### src/rtl/bus_test_sequencer_if.sv
`default_nettype none
// ============================================================================
// Module   : bus_test_sequencer_if
// Brief    : Run control, stage enables and status of the bus-invert test.
// Revision : 1.0
// ============================================================================
interface bus_test_sequencer_if #(
    parameter int NUM_WORDS = 2000,
    parameter int CNT_W     = 11
);
    localparam int c_WC_W = $clog2(NUM_WORDS + 1);

    logic              start;
    logic              abort;
    logic              err_inj;
    logic              isequal;
    logic              en_gen_data;
    logic              en_enc;
    logic              en_bus;
    logic              en_dec;
    logic              en_trans_count;
    logic              en_k_comp;
    logic              en_gen_err;
    logic              en_bf1;
    logic              en_bf2;
    logic              done;
    logic              busy;
    logic              pass;
    logic [CNT_W-1:0]  err_cnt;
    logic [c_WC_W-1:0] word_cnt;

    // master: the sequencer, which owns every enable and status signal
    modport master (
        input  start, abort, err_inj, isequal,
        output en_gen_data, en_enc, en_bus, en_dec, en_trans_count, en_k_comp,
        output en_gen_err, en_bf1, en_bf2, done, busy, pass, err_cnt, word_cnt
    );

    modport slave (
        output start, abort, err_inj, isequal,
        input  en_gen_data, en_enc, en_bus, en_dec, en_trans_count, en_k_comp,
        input  en_gen_err, en_bf1, en_bf2, done, busy, pass, err_cnt, word_cnt
    );
endinterface
`default_nettype wire

### src/rtl/bus_test_sequencer.sv
`default_nettype none
// ============================================================================
// Module   : bus_test_sequencer
// Brief    : Sequences the staggered datapath enable wave and scores compares.
// Revision : 1.0
// ============================================================================
module bus_test_sequencer #(
    parameter int NUM_WORDS  = 2000,
    parameter int PIPE_DEPTH = 4,
    parameter int CNT_W      = 11
) (
    input  logic                 clk,
    input  logic                 rst,
    bus_test_sequencer_if.master bus
);
    localparam int c_WC_W = $clog2(NUM_WORDS + 1);
    localparam int c_DC_W = $clog2(PIPE_DEPTH + 1);

    localparam logic [c_WC_W-1:0] c_LAST_WORD  = c_WC_W'(NUM_WORDS - 1);
    localparam logic [c_DC_W-1:0] c_LAST_DRAIN = c_DC_W'(PIPE_DEPTH);
    localparam logic [CNT_W-1:0]  c_ERR_MAX    = '1;

    typedef enum logic [1:0] {
        S_IDLE   = 2'd0,
        S_RUN    = 2'd1,
        S_DRAIN  = 2'd2,
        S_REPORT = 2'd3
    } state_t;

    state_t            r_state;
    state_t            w_state_nxt;
    logic [PIPE_DEPTH:0] r_v;
    logic [c_WC_W-1:0] r_word_cnt;
    logic [c_DC_W-1:0] r_drain_cnt;
    logic [CNT_W-1:0]  r_err_cnt;
    logic              r_pass;

    logic w_issue;
    logic w_chk;
    logic w_accept;
    logic w_abort_run;
    logic w_err_inc;
    logic w_done;
    logic w_busy;

    assign w_issue     = (r_state == S_RUN);
    assign w_chk       = r_v[PIPE_DEPTH];
    assign w_accept    = (r_state == S_IDLE) && bus.start && !bus.abort;
    assign w_abort_run = (r_state != S_IDLE) && bus.abort;
    // The mismatch from the final chk cycle must land before REPORT samples it
    assign w_err_inc   = w_chk && !bus.isequal && !w_abort_run && (r_err_cnt != c_ERR_MAX);

    always_ff @(posedge clk) begin
        if (rst) begin
            r_state <= S_IDLE;
        end else begin
            r_state <= w_state_nxt;
        end
    end

    always_comb begin
        w_state_nxt = r_state;
        w_done      = 1'b0;
        w_busy      = 1'b1;
        case (r_state)
            S_IDLE: begin
                w_busy = 1'b0;
                if (w_accept) begin
                    w_state_nxt = S_RUN;
                end
            end
            S_RUN: begin
                if (r_word_cnt == c_LAST_WORD) begin
                    w_state_nxt = S_DRAIN;
                end
            end
            S_DRAIN: begin
                if (r_drain_cnt == c_LAST_DRAIN) begin
                    w_state_nxt = S_REPORT;
                end
            end
            S_REPORT: begin
                w_done      = !bus.abort;
                w_state_nxt = S_IDLE;
            end
            default: begin
                w_state_nxt = S_IDLE;
            end
        endcase
        if (w_abort_run) begin
            w_state_nxt = S_IDLE;
        end
    end

    always_ff @(posedge clk) begin
        if (rst) begin
            r_v         <= '0;
            r_word_cnt  <= '0;
            r_drain_cnt <= '0;
            r_err_cnt   <= '0;
            r_pass      <= 1'b0;
        end else begin
            if (w_abort_run) begin
                r_v <= '0;
            end else begin
                r_v <= {r_v[PIPE_DEPTH-1:0], w_issue};
            end

            if (w_accept) begin
                r_word_cnt <= '0;
            end else if (w_issue && !w_abort_run) begin
                r_word_cnt <= r_word_cnt + 1'b1;
            end

            if (r_state == S_DRAIN) begin
                r_drain_cnt <= r_drain_cnt + 1'b1;
            end else begin
                r_drain_cnt <= '0;
            end

            if (w_accept) begin
                r_err_cnt <= '0;
            end else if (w_err_inc) begin
                r_err_cnt <= r_err_cnt + 1'b1;
            end

            if (w_accept || w_abort_run) begin
                r_pass <= 1'b0;
            end else if (r_state == S_REPORT) begin
                r_pass <= (r_err_cnt == '0);
            end
        end
    end

    // Stage enables tap the delay line; the k-compare tap needs PIPE_DEPTH >= 3
    assign bus.en_gen_data    = w_issue;
    assign bus.en_enc         = r_v[0];
    assign bus.en_bus         = r_v[1];
    assign bus.en_dec         = r_v[2];
    assign bus.en_trans_count = r_v[2];
    assign bus.en_k_comp      = r_v[PIPE_DEPTH-1];
    assign bus.en_gen_err     = w_issue & bus.err_inj;
    assign bus.en_bf1         = 1'b0;
    assign bus.en_bf2         = 1'b0;
    assign bus.done           = w_done;
    assign bus.busy           = w_busy;
    assign bus.pass           = r_pass;
    assign bus.err_cnt        = r_err_cnt;
    assign bus.word_cnt       = r_word_cnt;
endmodule
`default_nettype wire

### src/flat_wrapper.sv
// flat-port wrapper written by rule: the top's interface ports become plain ports
module bus_test_sequencer_flat 
#(
    parameter int NUM_WORDS  = 2000,
    parameter int PIPE_DEPTH = 4,
    parameter int CNT_W      = 11
)
  (clk, rst, bus_start, bus_abort, bus_err_inj, bus_isequal, bus_en_gen_data, bus_en_enc, bus_en_bus, bus_en_dec, bus_en_trans_count, bus_en_k_comp, bus_en_gen_err, bus_en_bf1, bus_en_bf2, bus_done, bus_busy, bus_pass, bus_err_cnt, bus_word_cnt);
  bus_test_sequencer_if #(.NUM_WORDS(NUM_WORDS), .CNT_W(CNT_W)) bus_i ();
  input  logic clk;
  input  logic rst;
  input wire logic [$bits(bus_i.start)-1:0] bus_start;
  input wire logic [$bits(bus_i.abort)-1:0] bus_abort;
  input wire logic [$bits(bus_i.err_inj)-1:0] bus_err_inj;
  input wire logic [$bits(bus_i.isequal)-1:0] bus_isequal;
  output wire logic [$bits(bus_i.en_gen_data)-1:0] bus_en_gen_data;
  output wire logic [$bits(bus_i.en_enc)-1:0] bus_en_enc;
  output wire logic [$bits(bus_i.en_bus)-1:0] bus_en_bus;
  output wire logic [$bits(bus_i.en_dec)-1:0] bus_en_dec;
  output wire logic [$bits(bus_i.en_trans_count)-1:0] bus_en_trans_count;
  output wire logic [$bits(bus_i.en_k_comp)-1:0] bus_en_k_comp;
  output wire logic [$bits(bus_i.en_gen_err)-1:0] bus_en_gen_err;
  output wire logic [$bits(bus_i.en_bf1)-1:0] bus_en_bf1;
  output wire logic [$bits(bus_i.en_bf2)-1:0] bus_en_bf2;
  output wire logic [$bits(bus_i.done)-1:0] bus_done;
  output wire logic [$bits(bus_i.busy)-1:0] bus_busy;
  output wire logic [$bits(bus_i.pass)-1:0] bus_pass;
  output wire logic [$bits(bus_i.err_cnt)-1:0] bus_err_cnt;
  output wire logic [$bits(bus_i.word_cnt)-1:0] bus_word_cnt;
  assign bus_i.start = bus_start;
  assign bus_i.abort = bus_abort;
  assign bus_i.err_inj = bus_err_inj;
  assign bus_i.isequal = bus_isequal;
  assign bus_en_gen_data = bus_i.en_gen_data;
  assign bus_en_enc = bus_i.en_enc;
  assign bus_en_bus = bus_i.en_bus;
  assign bus_en_dec = bus_i.en_dec;
  assign bus_en_trans_count = bus_i.en_trans_count;
  assign bus_en_k_comp = bus_i.en_k_comp;
  assign bus_en_gen_err = bus_i.en_gen_err;
  assign bus_en_bf1 = bus_i.en_bf1;
  assign bus_en_bf2 = bus_i.en_bf2;
  assign bus_done = bus_i.done;
  assign bus_busy = bus_i.busy;
  assign bus_pass = bus_i.pass;
  assign bus_err_cnt = bus_i.err_cnt;
  assign bus_word_cnt = bus_i.word_cnt;
  bus_test_sequencer #(.NUM_WORDS(NUM_WORDS), .PIPE_DEPTH(PIPE_DEPTH), .CNT_W(CNT_W)) u_core (.clk(clk), .rst(rst), .bus(bus_i));
endmodule
### config.mk
export PLATFORM = sky130hd
export DESIGN_NAME = bus_test_sequencer_flat
export DESIGN_NICKNAME = d
export VERILOG_FILES = /design/src/rtl/bus_test_sequencer_if.sv /design/src/rtl/bus_test_sequencer.sv /design/src/flat_wrapper.sv
export SDC_FILE = /design/constraint.sdc
export NUM_CORES = 1
export LEC_CHECK = 0
export BUFFER_PORTS_ARGS = -buffer_cell sky130_fd_sc_hd__buf_2
export CAP_MARGIN = 25
export CORE_ASPECT_RATIO = 1.25
export CORE_MARGIN = 1
export CORE_UTILIZATION = 50
export DETAILED_ROUTE_END_ITERATION = 7
export HOLD_SLACK_MARGIN = 0.03
export PLACE_DENSITY = 0.83
export SETUP_SLACK_MARGIN = 0.5
export SYNTH_ARGS = -nofsm -noshare
export SYNTH_HDL_FRONTEND = slang
export SYNTH_SLANG_ARGS = --single-unit
### constraint.sdc
create_clock -name clk -period 2.35 [get_ports clk]
set_input_delay 0.3525 -clock clk [delete_from_list [all_inputs] [get_ports clk]]
set_output_delay 0.3525 -clock clk [all_outputs]
set_load 0.02 [all_outputs]
==> results of run 1 <==
logic make-up after synthesis:
group / count (synthesis) / share of synthesized area
AOI/OAI and AO/OA: 31 / 0.1240
xor gates and xnor gates: 7 / 0.03749
adders and majority gates: 10 / 0.07651
buffers and inverters: 17 / 0.04743
DFF: 33 / 0.4040
muxes: 2 / 0.01224
other: 1 / 0.002293
and+or+nand+nor: 89 / 0.2961
metrics by stage:
stage,hold slack (ns),util,cell area [um2]
final,0.2745,0.6533,1978
after global routing,0.2642,0.6533,1978
after CTS,0.2590,0.6417,1943
after detailed placement,0.4353,0.6079,1841
after global placement,0.4263,0.6079,1841
after floorplan,0.4173,-,1643
layer usage:
| metal | vias to the layer above | global-route usage |
|---|---|---|
| met3 | 5 | 0.07126 |
| met4 | 0 | 0.09868 |
| met2 | 53 | 0.3449 |
| li1 | 760 | - |
| met5 | - | 0 |
| met1 | 712 | 0.2797 |
layout make-up:
class,count,area share
clock buffer,7,0.02783
tap,36,0.02277
sequential,33,0.3359
timing repair buffer,40,0.1050
multi-input combinational,141,0.4744
inverter,10,0.01898
clock inverter,1,0.01518
worst max-delay path, delay by kind of cell (launching register included):
kind,cells,cell delay [ns]
flops,1,0.40
simple gates,4,1.07
fa+ha+maj,1,0.18
buf+inv,1,0.08
final timing paths:
kind	startpoint	slack, ns	depth (start not counted)	endpoint
min reg2reg	u_core.r_drain_cnt[0]$_SDFF_PP0_	0.45	1	u_core.r_drain_cnt[0]$_SDFF_PP0_
max	u_core.r_state[1]$_SDFFE_PP0P_	0.57	6	u_core.bus.err_cnt[5]$_SDFFE_PP0P_
min	rst	0.27	2	u_core.r_v[0]$_SDFF_PP0_
max reg2reg	u_core.r_state[1]$_SDFFE_PP0P_	0.57	6	u_core.bus.err_cnt[5]$_SDFFE_PP0P_
power by group through the flow:
stage                     combinational, uW  clock (uW)  sequential, uW
after CTS                               339         460             620
after floorplan                         224           0             650
final                                   366         445             621
after global routing                    395         483             628
after detailed placement                329           0             632
after global placement                  318           0             631
state kept, by name, summed over array words and instances (netlist names):
name                 cells
u_core.r_v               5
u_core.r_drain_cnt       3
u_core.bus.pass          1
u_core.bus.word_cnt     11
u_core.bus.err_cnt      11
u_core.r_state           2
placed cells by master (no fill, tap or decap), drive strengths merged:
cell,netlist,final
o211ai,2,2
o311ai,1,1
a32oi,1,1
buf,6,40
conb,1,2
nor2,14,14
nor2b,2,2
nand2b,5,5
or2,2,2
and3b,1,1
and4,1,1
o31ai,3,3
xor2,5,5
and3,2,2
o21a,1,1
xnor2,2,2
and2,7,7
nand2,16,16
a21o,1,1
clkbuf,1,7
dfxtp,33,33
a21oi,10,10
mux2i,2,2
o41ai,2,2
nand4,6,6
or3,6,6
or4,6,6
o311a,2,2
inv,10,10
nor4b,1,1
nor3,4,4
bufinv,0,1
a22oi,1,1
ha,10,10
o21ai,6,6
o21bai,1,1
nand3,13,13
nor4,3,3
what timing repair did:
action                                  CTS  global route
pin swaps                                 1             1
buffers inserted                          1             1
endpoints found under the setup margin   11            12
cloned                                    0             0
resized for setup                         3             8
==> metrics, run 1 <==
clock share of power 0.310; Worst-Skew Late Latency 0.34 ns; CP required 2.63 ns; overall power 1432 uW; Die ar. 3505 um2; Reg power frac 0.434; Initial Util 0.5401; Pre-Repair DR Iteration Count 4; Crit path largest cell delay 0.51 ns; # diodes 0; Net Sw Frac 0.3096; layout overhead on the synthesized area 20.96%; Logic pwr share 0.256; fillers 281; core footprint 3028 um2; Leakage Power 0.0008424 uW; placed cells 258; slowest stage cell, crit path or4_1; hold_buf cts 0; fin cells 268; Tot GR Track Use 0.2236; Max FO, Critical Path 5; CP Data Arrival Time 2.07 ns; synth warn 0; gpl congestion 0.8936; Clock Tree Buf Depth 2; P per Cell Area 724.2 nW/um2; Clock Pin Slew Worst Setup and Hold Paths 0.10 ns; peak supply drop 0.5719 mV; Setup Viol. Count Final 0; Nets 247; first-pass GRT wire length 5713 um; 1st-iter DRT viols 49; DRC 0; RSZ-0062 raised after global routing false; flops & latches, synth 33; fraction of registers with async set/reset 0; die width 53.15 um; Die Ht 65.94 um; Syn Inst Count 190; Avg Inst Size Synth 8.607 um2; Ports 40; type of the worst setup path reg2reg; Metal-1 WL 1520 um; largest net degree at the start of global routing 17; post-synth top area share 0.4040; most common cell in the synthesized netlist dfxtp_1; Via density 5.709; max-cap viol count 0; top post-synthesis cells by count dfxtp_1, nand2_1, nor2_1; min setup slack post-route 0.5694 ns; HPWL Detailed 2537 um; status complete, no violations; # clock sinks 33; mapped cell area 1635 um2; vias post-DR 1,530; Post-Route Setup TNS 0 ns; post-route ant nets 0; multi-input logic area 938.4 um2; min Tclk post-route 1.781 ns; Net Sw Power 443.5 uW; layout cells sized above 1 0.2672; initial antenna violation count 0; HP Class in2reg; Synth Flop Type dfxtp_1; dpl ws 0.3687 ns; WL per Instance 13.16 um; Seq/Total Area, Yosys 0.4040; critical-path cell list inv_2 > ha_4 > and3b_1 > or2_4 > or4_1 > nand2_1; Hold Vio Cnt, Final 0; storage element area 664.4 um2; final wirelength 3526 um; met3 WL 212 um; Site Rows 22; vias in the first global route 1,248; gr ovfl total 0; Yosys top cell by area dfxtp_1; CTS tree built; skew final 0.01035 ns; Cell Int Power 989.0 uW; wire length on met2 1731 um; I/O Buffers 37; Fmax achieved 0.5616 GHz; Worst Setup Start Kind flip-flop; Distinct cells, synth 41; Final Max Tran Viols 0; EDFF count, synth 0; Crit. End Element flip-flop; highest layer used for signal routing met4; dominant cells by area after synthesis dfxtp_1, ha_1, nand3_1; fraction of the cycle the final worst path needs 0.7577; htree depth 2; Root Buffer clkbuf_4; total CTS buffers 5
Power figures use the tool's default switching activity.
==> run 2, diff against run 1 <==
- ABC_AREA: not set -> 1
- clock period: 2.35 -> 1.8 ns (I/O delays scaled with it)
==> run 2 against run 1 <==
Global-route usage increased by 0.56 points. Sequential power increased by 33%. Total power grew 37%. Non-clock buffer count up 7. Largest cell class unchanged. Largest power group unchanged. Highest routed layer unchanged.
==> metrics, run 2 <==
mapped cell area 1752 um2; overall power 1964 uW; post-synth top area share 0.3771; EDFF count, synth 0; flops & latches, synth 33; Clock Tree Buf Depth 2; # clock sinks 33; fillers 262; status complete, no violations; max-cap viol count 0; first-pass GRT wire length 6003 um; layout overhead on the synthesized area 33.43%; HPWL Detailed 2639 um; hold_buf cts 0; WL per Instance 11.69 um; dpl ws 0.3394 ns; Root Buffer clkbuf_8; fraction of the cycle the final worst path needs 0.7669; slowest stage cell, crit path dfxtp_4; most common cell in the synthesized netlist nand2_1; Seq/Total Area, Yosys 0.3771; Fmax achieved 0.7245 GHz; Pre-Repair DR Iteration Count 4; I/O Buffers 37; min Tclk post-route 1.380 ns; # diodes 0; Die ar. 3746 um2; min setup slack post-route 0.4197 ns; r2r endpoint u_core.bus.err_cnt[7]$_SDFFE_PP0P_; initial antenna violation count 0; largest net degree at the start of global routing 12; htree depth 2; Initial Util 0.5339; Hold EP u_core.r_v[0]$_SDFF_PP0_; Synth Flop Type dfxtp_1; most frequent cells in the layout nand2_1, inv_1, buf_2, nor2_1, dfxtp_1; gr ovfl total 0; critical-path cell list inv_6 > ha_4 > nand2_2 > inv_1 > buf_6; die width 54.94 um; vias post-DR 1,628; Die Ht 68.18 um; Yosys top cell by area dfxtp_1; Ports 40; DP Area 2018 um2; final instance area 2337 um2; Nets 315; FF-to-FF Start u_core.r_state[0]$_SDFFE_PP0P_; post-route ant nets 0; Post-Route Setup TNS 0 ns; CP required 1.53 ns; Avg Inst Size Synth 7.035 um2; Via density 4.831; R2R setup slack 0.42 ns; Clock Pin Slew Worst Setup and Hold Paths 0.07 ns; gpl congestion 0.8359; P per Cell Area 840.4 nW/um2; Hold Path Stages 2; 1st-iter DRT viols 41; synth warn 0; peak supply drop 0.5907 mV; Max FO, Critical Path 4; CP Data Arrival Time 1.11 ns; fraction of registers with async set/reset 0; Distinct cells, synth 29; skew final 0.006044 ns; Final Max Tran Viols 0; dominant cells by area after synthesis dfxtp_1, nand2_1, inv_1; Crit. End Element primary output; HP Start rst; Site Rows 23; layout cells sized above 1 0.3667; Tot GR Track Use 0.2293; final wirelength 3939 um; worst reg2reg path depth 10; type of the worst setup path reg2out; DRC 0; vias in the first global route 1,472; Worst-Skew Late Latency 0.29 ns; core footprint 3281 um2; total CTS buffers 5; HP Class in2reg; Worst Setup Start Kind flip-flop; Leakage Power 0.001067 uW; commonest non-fill, non-tap cell in the layout nand2_1; Crit path largest cell delay 0.39 ns; CTS tree built; top post-synthesis cells by count nand2_1, inv_1, dfxtp_1, nor2_1, nand3_1; RSZ-0062 raised after global routing true; Syn Inst Count 249; Hold Vio Cnt, Final 0; Setup Viol. Count Final 0
-- run 2: changes by cell type after synthesis, moves of 6 or more --
cell / before / now
and2_1: 7 / 0
nor2_1: 14 / 33
or4_1: 6 / 0
nand2_1: 16 / 59
inv_1: 10 / 41
-- run 2: cells by family (layout without fill, tap and decap cells) --
kind of cell	after synthesis	count (layout)	synth area share
AND/OR/NAND/NOR	122	123	0.3079
flip-flops	33	33	0.3771
other	1	2	0.002141
AO/OA/AOI/OAI	26	26	0.08714
buffers and inverters	50	99	0.1193
adder cells (fa/ha/maj)	10	10	0.07143
XOR/XNOR	7	7	0.03500
-- run 2: what timing repair did --
item / in CTS / in global routing
hold endpoints to repair: 0 / 0
endpoints found under the setup margin: 25 / 32
pin swaps: 4 / 3
resized for setup: 29 / 20
setup buffers: 6 / 3
gates cloned: 1 / 0
-- run 2: worst max-delay path by stage --
| stage | end | slack [ns] | from | cells after the start |
|---|---|---|---|---|
| 3_5_place_dp | u_core.bus.err_cnt[9]$_SDFFE_PP0P_ | 0.34 | u_core.r_state[0]$_SDFFE_PP0P_ | 11 |
| 6_report | bus_en_gen_err | 0.42 | u_core.r_state[1]$_SDFFE_PP0P_ | 5 |
| 2_1_floorplan | u_core.bus.err_cnt[7]$_SDFFE_PP0P_ | 0.48 | u_core.r_state[0]$_SDFFE_PP0P_ | 11 |
| 4_1_cts | bus_en_gen_err | 0.42 | u_core.r_state[1]$_SDFFE_PP0P_ | 5 |
| 5_1_grt | u_core.bus.err_cnt[7]$_SDFFE_PP0P_ | 0.33 | u_core.r_state[0]$_SDFFE_PP0P_ | 11 |
| 3_3_place_gp | u_core.bus.err_cnt[8]$_SDFFE_PP0P_ | 0.38 | u_core.r_state[0]$_SDFFE_PP0P_ | 11 |
-- run 2: final cells by class --
type	instances	area [um2]	share of cell area
Clock inverter	3	12.51	0.005353
Inverter	44	192.7	0.08244
Multi-Input combinational cell	168	1049	0.4486
Timing Repair Buffer	47	285.3	0.1221
Sequential cell	33	683.2	0.2923
Clock buffer	5	68.82	0.02944
Tap cell	37	46.29	0.01981
-- run 2: where the power goes --
part / switching, uW / internal, uW / leakage (uW)
Sequential: 52.6 / 776 / 0.000272
Clock: 277 / 260 / 0.0000430
Combinational: 353 / 246 / 0.000752
-- run 2: critical path: cells and delay by family, from the launching register on --
kind,cells,cell delay (ns)
fa+ha+maj,1,0.17
buf+inv,3,0.21
flops,1,0.39
simple gates,1,0.05
-- run 2: metrics by stage --
step           utilization  instances  hold slack (ns)
2_1_floorplan            -        250           0.3424
3_3_place_gp        0.6152        319           0.4108
3_5_place_dp        0.6152        319           0.4169
4_1_cts             0.6854        334           0.1663
5_1_grt             0.7124        337           0.1980
6_report            0.7124        337           0.2069
-- run 2: layer usage --
layer | global-route usage | wire length (um) | vias to the layer above
li1 | - | - | 860
met1 | 0.2449 | 1666 | 724
met3 | 0.06667 | 152 | 10
met2 | 0.3961 | 2012 | 34
met4 | 0.1188 | 108 | 0
met5 | 0 | 0 | -
==> run 3, diff against run 2 <==
- ABC_AREA: 1 -> 0
- clock period: 1.8 -> 1.4 ns (I/O delays scaled with it)
==> run 3 against run 2 <==
The run now fails in clock tree synthesis. Synthesized cell count is 24% lower. Synthesized area down 6.6%.
==> metrics, run 3 <==
Post-CTS Setup Inserts 14; # clock sinks 33; adder and majority gate portion of the synthesized area 0.07651; I/O Buffers 37; Distinct cells, synth 41; dominant cells by area after synthesis dfxtp_1, ha_1, nand3_1; EDFF count, synth 0; synth warn 0; Syn Inst Count 190; Synth Flop Type dfxtp_1; HPWL Detailed 3372 um; Root Buffer clkbuf_4; DP Area 2391 um2; combinational family with the most area after synthesis simple AND/OR/NAND/NOR gates; most common cell in the synthesized netlist dfxtp_1; Seq/Total Area, Yosys 0.4040; Ports 40; Die Ht 65.94 um; hold_buf cts 0; Site Rows 22; Failed at clock tree synthesis; gpl congestion 0.9302; Synth Area in Compound Gates 0.1239; top post-synthesis cells by count dfxtp_1, nand2_1, nor2_1; htree depth 2; die width 53.15 um; status did not finish; fraction of registers with async set/reset 0; Synth Area in Simple Gates 0.2961; Log Error [ERROR DPL-0033] detailed placement checks failed during check placement.; Avg Inst Size Synth 8.607 um2; flops & latches, synth 33; placed cells 305; mapped cell area 1635 um2; Initial Util 0.5401; mux cell area share after synthesis 0.01224; post-cts sizing count 131; total CTS buffers 5; post-synth top area share 0.4040; Yosys top cell by area dfxtp_1; Clock Tree Buf Depth 2; xor-xnor portion of the synthesized cell area 0.03749
[run 3: metrics by stage]
| step | hold WS [ns] | TNS [ns] | setup WS (ns) |
|---|---|---|---|
| detailed placement | 0.4391 | -1.640 | -0.2096 |
| floorplan | 0.2820 | -1.466 | -0.2606 |
| global placement | 0.4319 | -1.145 | -0.1811 |
[run 3: kinds of logic after synthesis]
family,Yosys count
and+or+nand+nor,89
muxes,2
buffers and inverters,17
other,1
DFF,33
xor gates and xnor gates,7
adders and majority gates,10
AOI/OAI and AO/OA,31
==> run 4, diff against run 3 <==
- CORE_ASPECT_RATIO: 1.25 -> not set
- CORE_UTILIZATION: 50 -> 35
- HOLD_SLACK_MARGIN: 0.03 -> not set
- PLACE_DENSITY: 0.83 -> not set
- PLACE_DENSITY_LB_ADDON: not set -> 0.15
- SETUP_SLACK_MARGIN: 0.5 -> not set
==> run 4 against run 3 <==
The flow now finishes, with violations (negative setup slack).
==> metrics, run 4 (synthesized netlist as in run 1, its figures left out) <==
critical-path cell list nand4_4 > or4_1 > or4_1 > nand2_1; Die Ht 70.36 um; DP Area 2354 um2; gr ovfl total 0; Initial Util 0.3705; Clock Pin Slew Worst Setup and Hold Paths 0.07 ns; WL per Instance 14.15 um; Hold Vio Cnt, Final 0; most frequent cells in the layout buf_4, buf_2, buf_6, dfxtp_1, nand2_1; Root Buffer clkbuf_8; Worst-Skew Late Latency 0.29 ns; RSZ-0062 raised after global routing true; peak supply drop 1.131 mV; cell mode on critical path or4_1; vias in the first global route 1,680; HP Class in2reg; violated checks negative setup slack; highest layer used for signal routing met4; final wirelength 4951 um; fillers 362; initial antenna violation count 0; overall power 2991 uW; DRC 0; commonest non-fill, non-tap cell in the layout buf_4; layout overhead on the synthesized area 79.57%; max-cap viol count 0; dpl ws -0.2193 ns; type of the worst setup path reg2reg; gpl congestion 0.8249; Site Rows 24; vias post-DR 1,758; Clock Tree Buf Depth 2; slowest stage cell, crit path or4_1; Tot GR Track Use 0.1929; Die ar. 4950 um2; wire length on met2 2420 um; Pre-Repair DR Iteration Count 4; total CTS buffers 5; Max FO, Critical Path 2; met3 WL 161 um; min setup slack post-route -0.2386 ns; Worst Setup Start Kind flip-flop; layout cells sized above 1 0.6007; HPWL Detailed 3270 um; first-pass GRT wire length 7521 um; Crit path largest cell delay 0.54 ns; Final Max Tran Viols 0; CP required 1.64 ns; fin cells 350; min Tclk post-route 1.639 ns; skew final 0.008976 ns; core footprint 4414 um2; P per Cell Area 1019 nW/um2; final instance area 2937 um2; Crit. End Element flip-flop; # clock sinks 33; status complete, but fails checks; Via density 5.023; hold_buf cts 0; Metal-1 WL 2313 um; fraction of the cycle the final worst path needs 1.170; Leakage Power 0.001306 uW; placed cells 322; post-route ant nets 0; die width 70.36 um; Setup Viol. Count Final 24; Fmax achieved 0.6103 GHz; Ports 40; CTS tree built; largest net degree at the start of global routing 14; CP Data Arrival Time 1.88 ns; I/O Buffers 37; CP Buf/Inv Count 0; htree depth 2; CP top delay family simple AND/OR/NAND/NOR gates; hold slack 0.2077 ns; 1st-iter DRT viols 109; # diodes 0; Nets 313
-- run 4: path summary, 6_finish.rpt --
path | startpoint | end | slack, ns | depth (start not counted)
max | u_core.bus.err_cnt[2]$_SDFFE_PP0P_ | u_core.bus.err_cnt[7]$_SDFFE_PP0P_ | -0.24 | 4
min | rst | u_core.r_v[0]$_SDFF_PP0_ | 0.21 | 2
max reg2reg | u_core.bus.err_cnt[2]$_SDFFE_PP0P_ | u_core.bus.err_cnt[7]$_SDFFE_PP0P_ | -0.24 | 4
min reg2reg | u_core.r_drain_cnt[0]$_SDFF_PP0_ | u_core.r_drain_cnt[0]$_SDFF_PP0_ | 0.44 | 1
-- run 4: layer usage --
layer / GRT usage / vias up
li1: - / 893
met1: 0.2409 / 824
met2: 0.3302 / 34
met3: 0.03896 / 7
met4: 0.06000 / 0
met5: 0 / -
-- run 4: repair_timing --
item                                    4_1_cts  5_1_grt
pin swaps                                    21       18
endpoints found under the setup margin       22       29
cloned                                        0        0
resized for setup                            53       28
buffers inserted                             10       11
-- run 4: worst register-to-register path: cells and delay by family, from the launching register on --
kind             cells  cell delay (ns)
and+or+nand+nor      4             1.23
DFF                  1             0.36
-- run 4: stage by stage --
stage          TNS [ns]    util
2_1_floorplan    -1.178       -
3_3_place_gp     -1.490  0.5332
3_5_place_dp     -1.734  0.5332
4_1_cts          -2.096  0.6207
5_1_grt          -3.838  0.6652
6_report         -2.151  0.6652
-- run 4: where the power goes --
| part | switching (uW) | leakage [uW] | internal [uW] |
|---|---|---|---|
| registers | 40.0 | 0.000277 | 994 |
| clock network | 353 | 0.0000455 | 401 |
| logic | 551 | 0.000984 | 651 |
-- run 4: area by class of cell --
type | instances | area, um2 | area share
inverters | 10 | 45.04 | 0.01534
clock buffers | 8 | 90.09 | 0.03068
well taps | 52 | 65.06 | 0.02216
flip-flops and latches | 33 | 703.2 | 0.2395
repair buffers | 106 | 822.0 | 0.2799
multi-input cells | 141 | 1211 | 0.4124
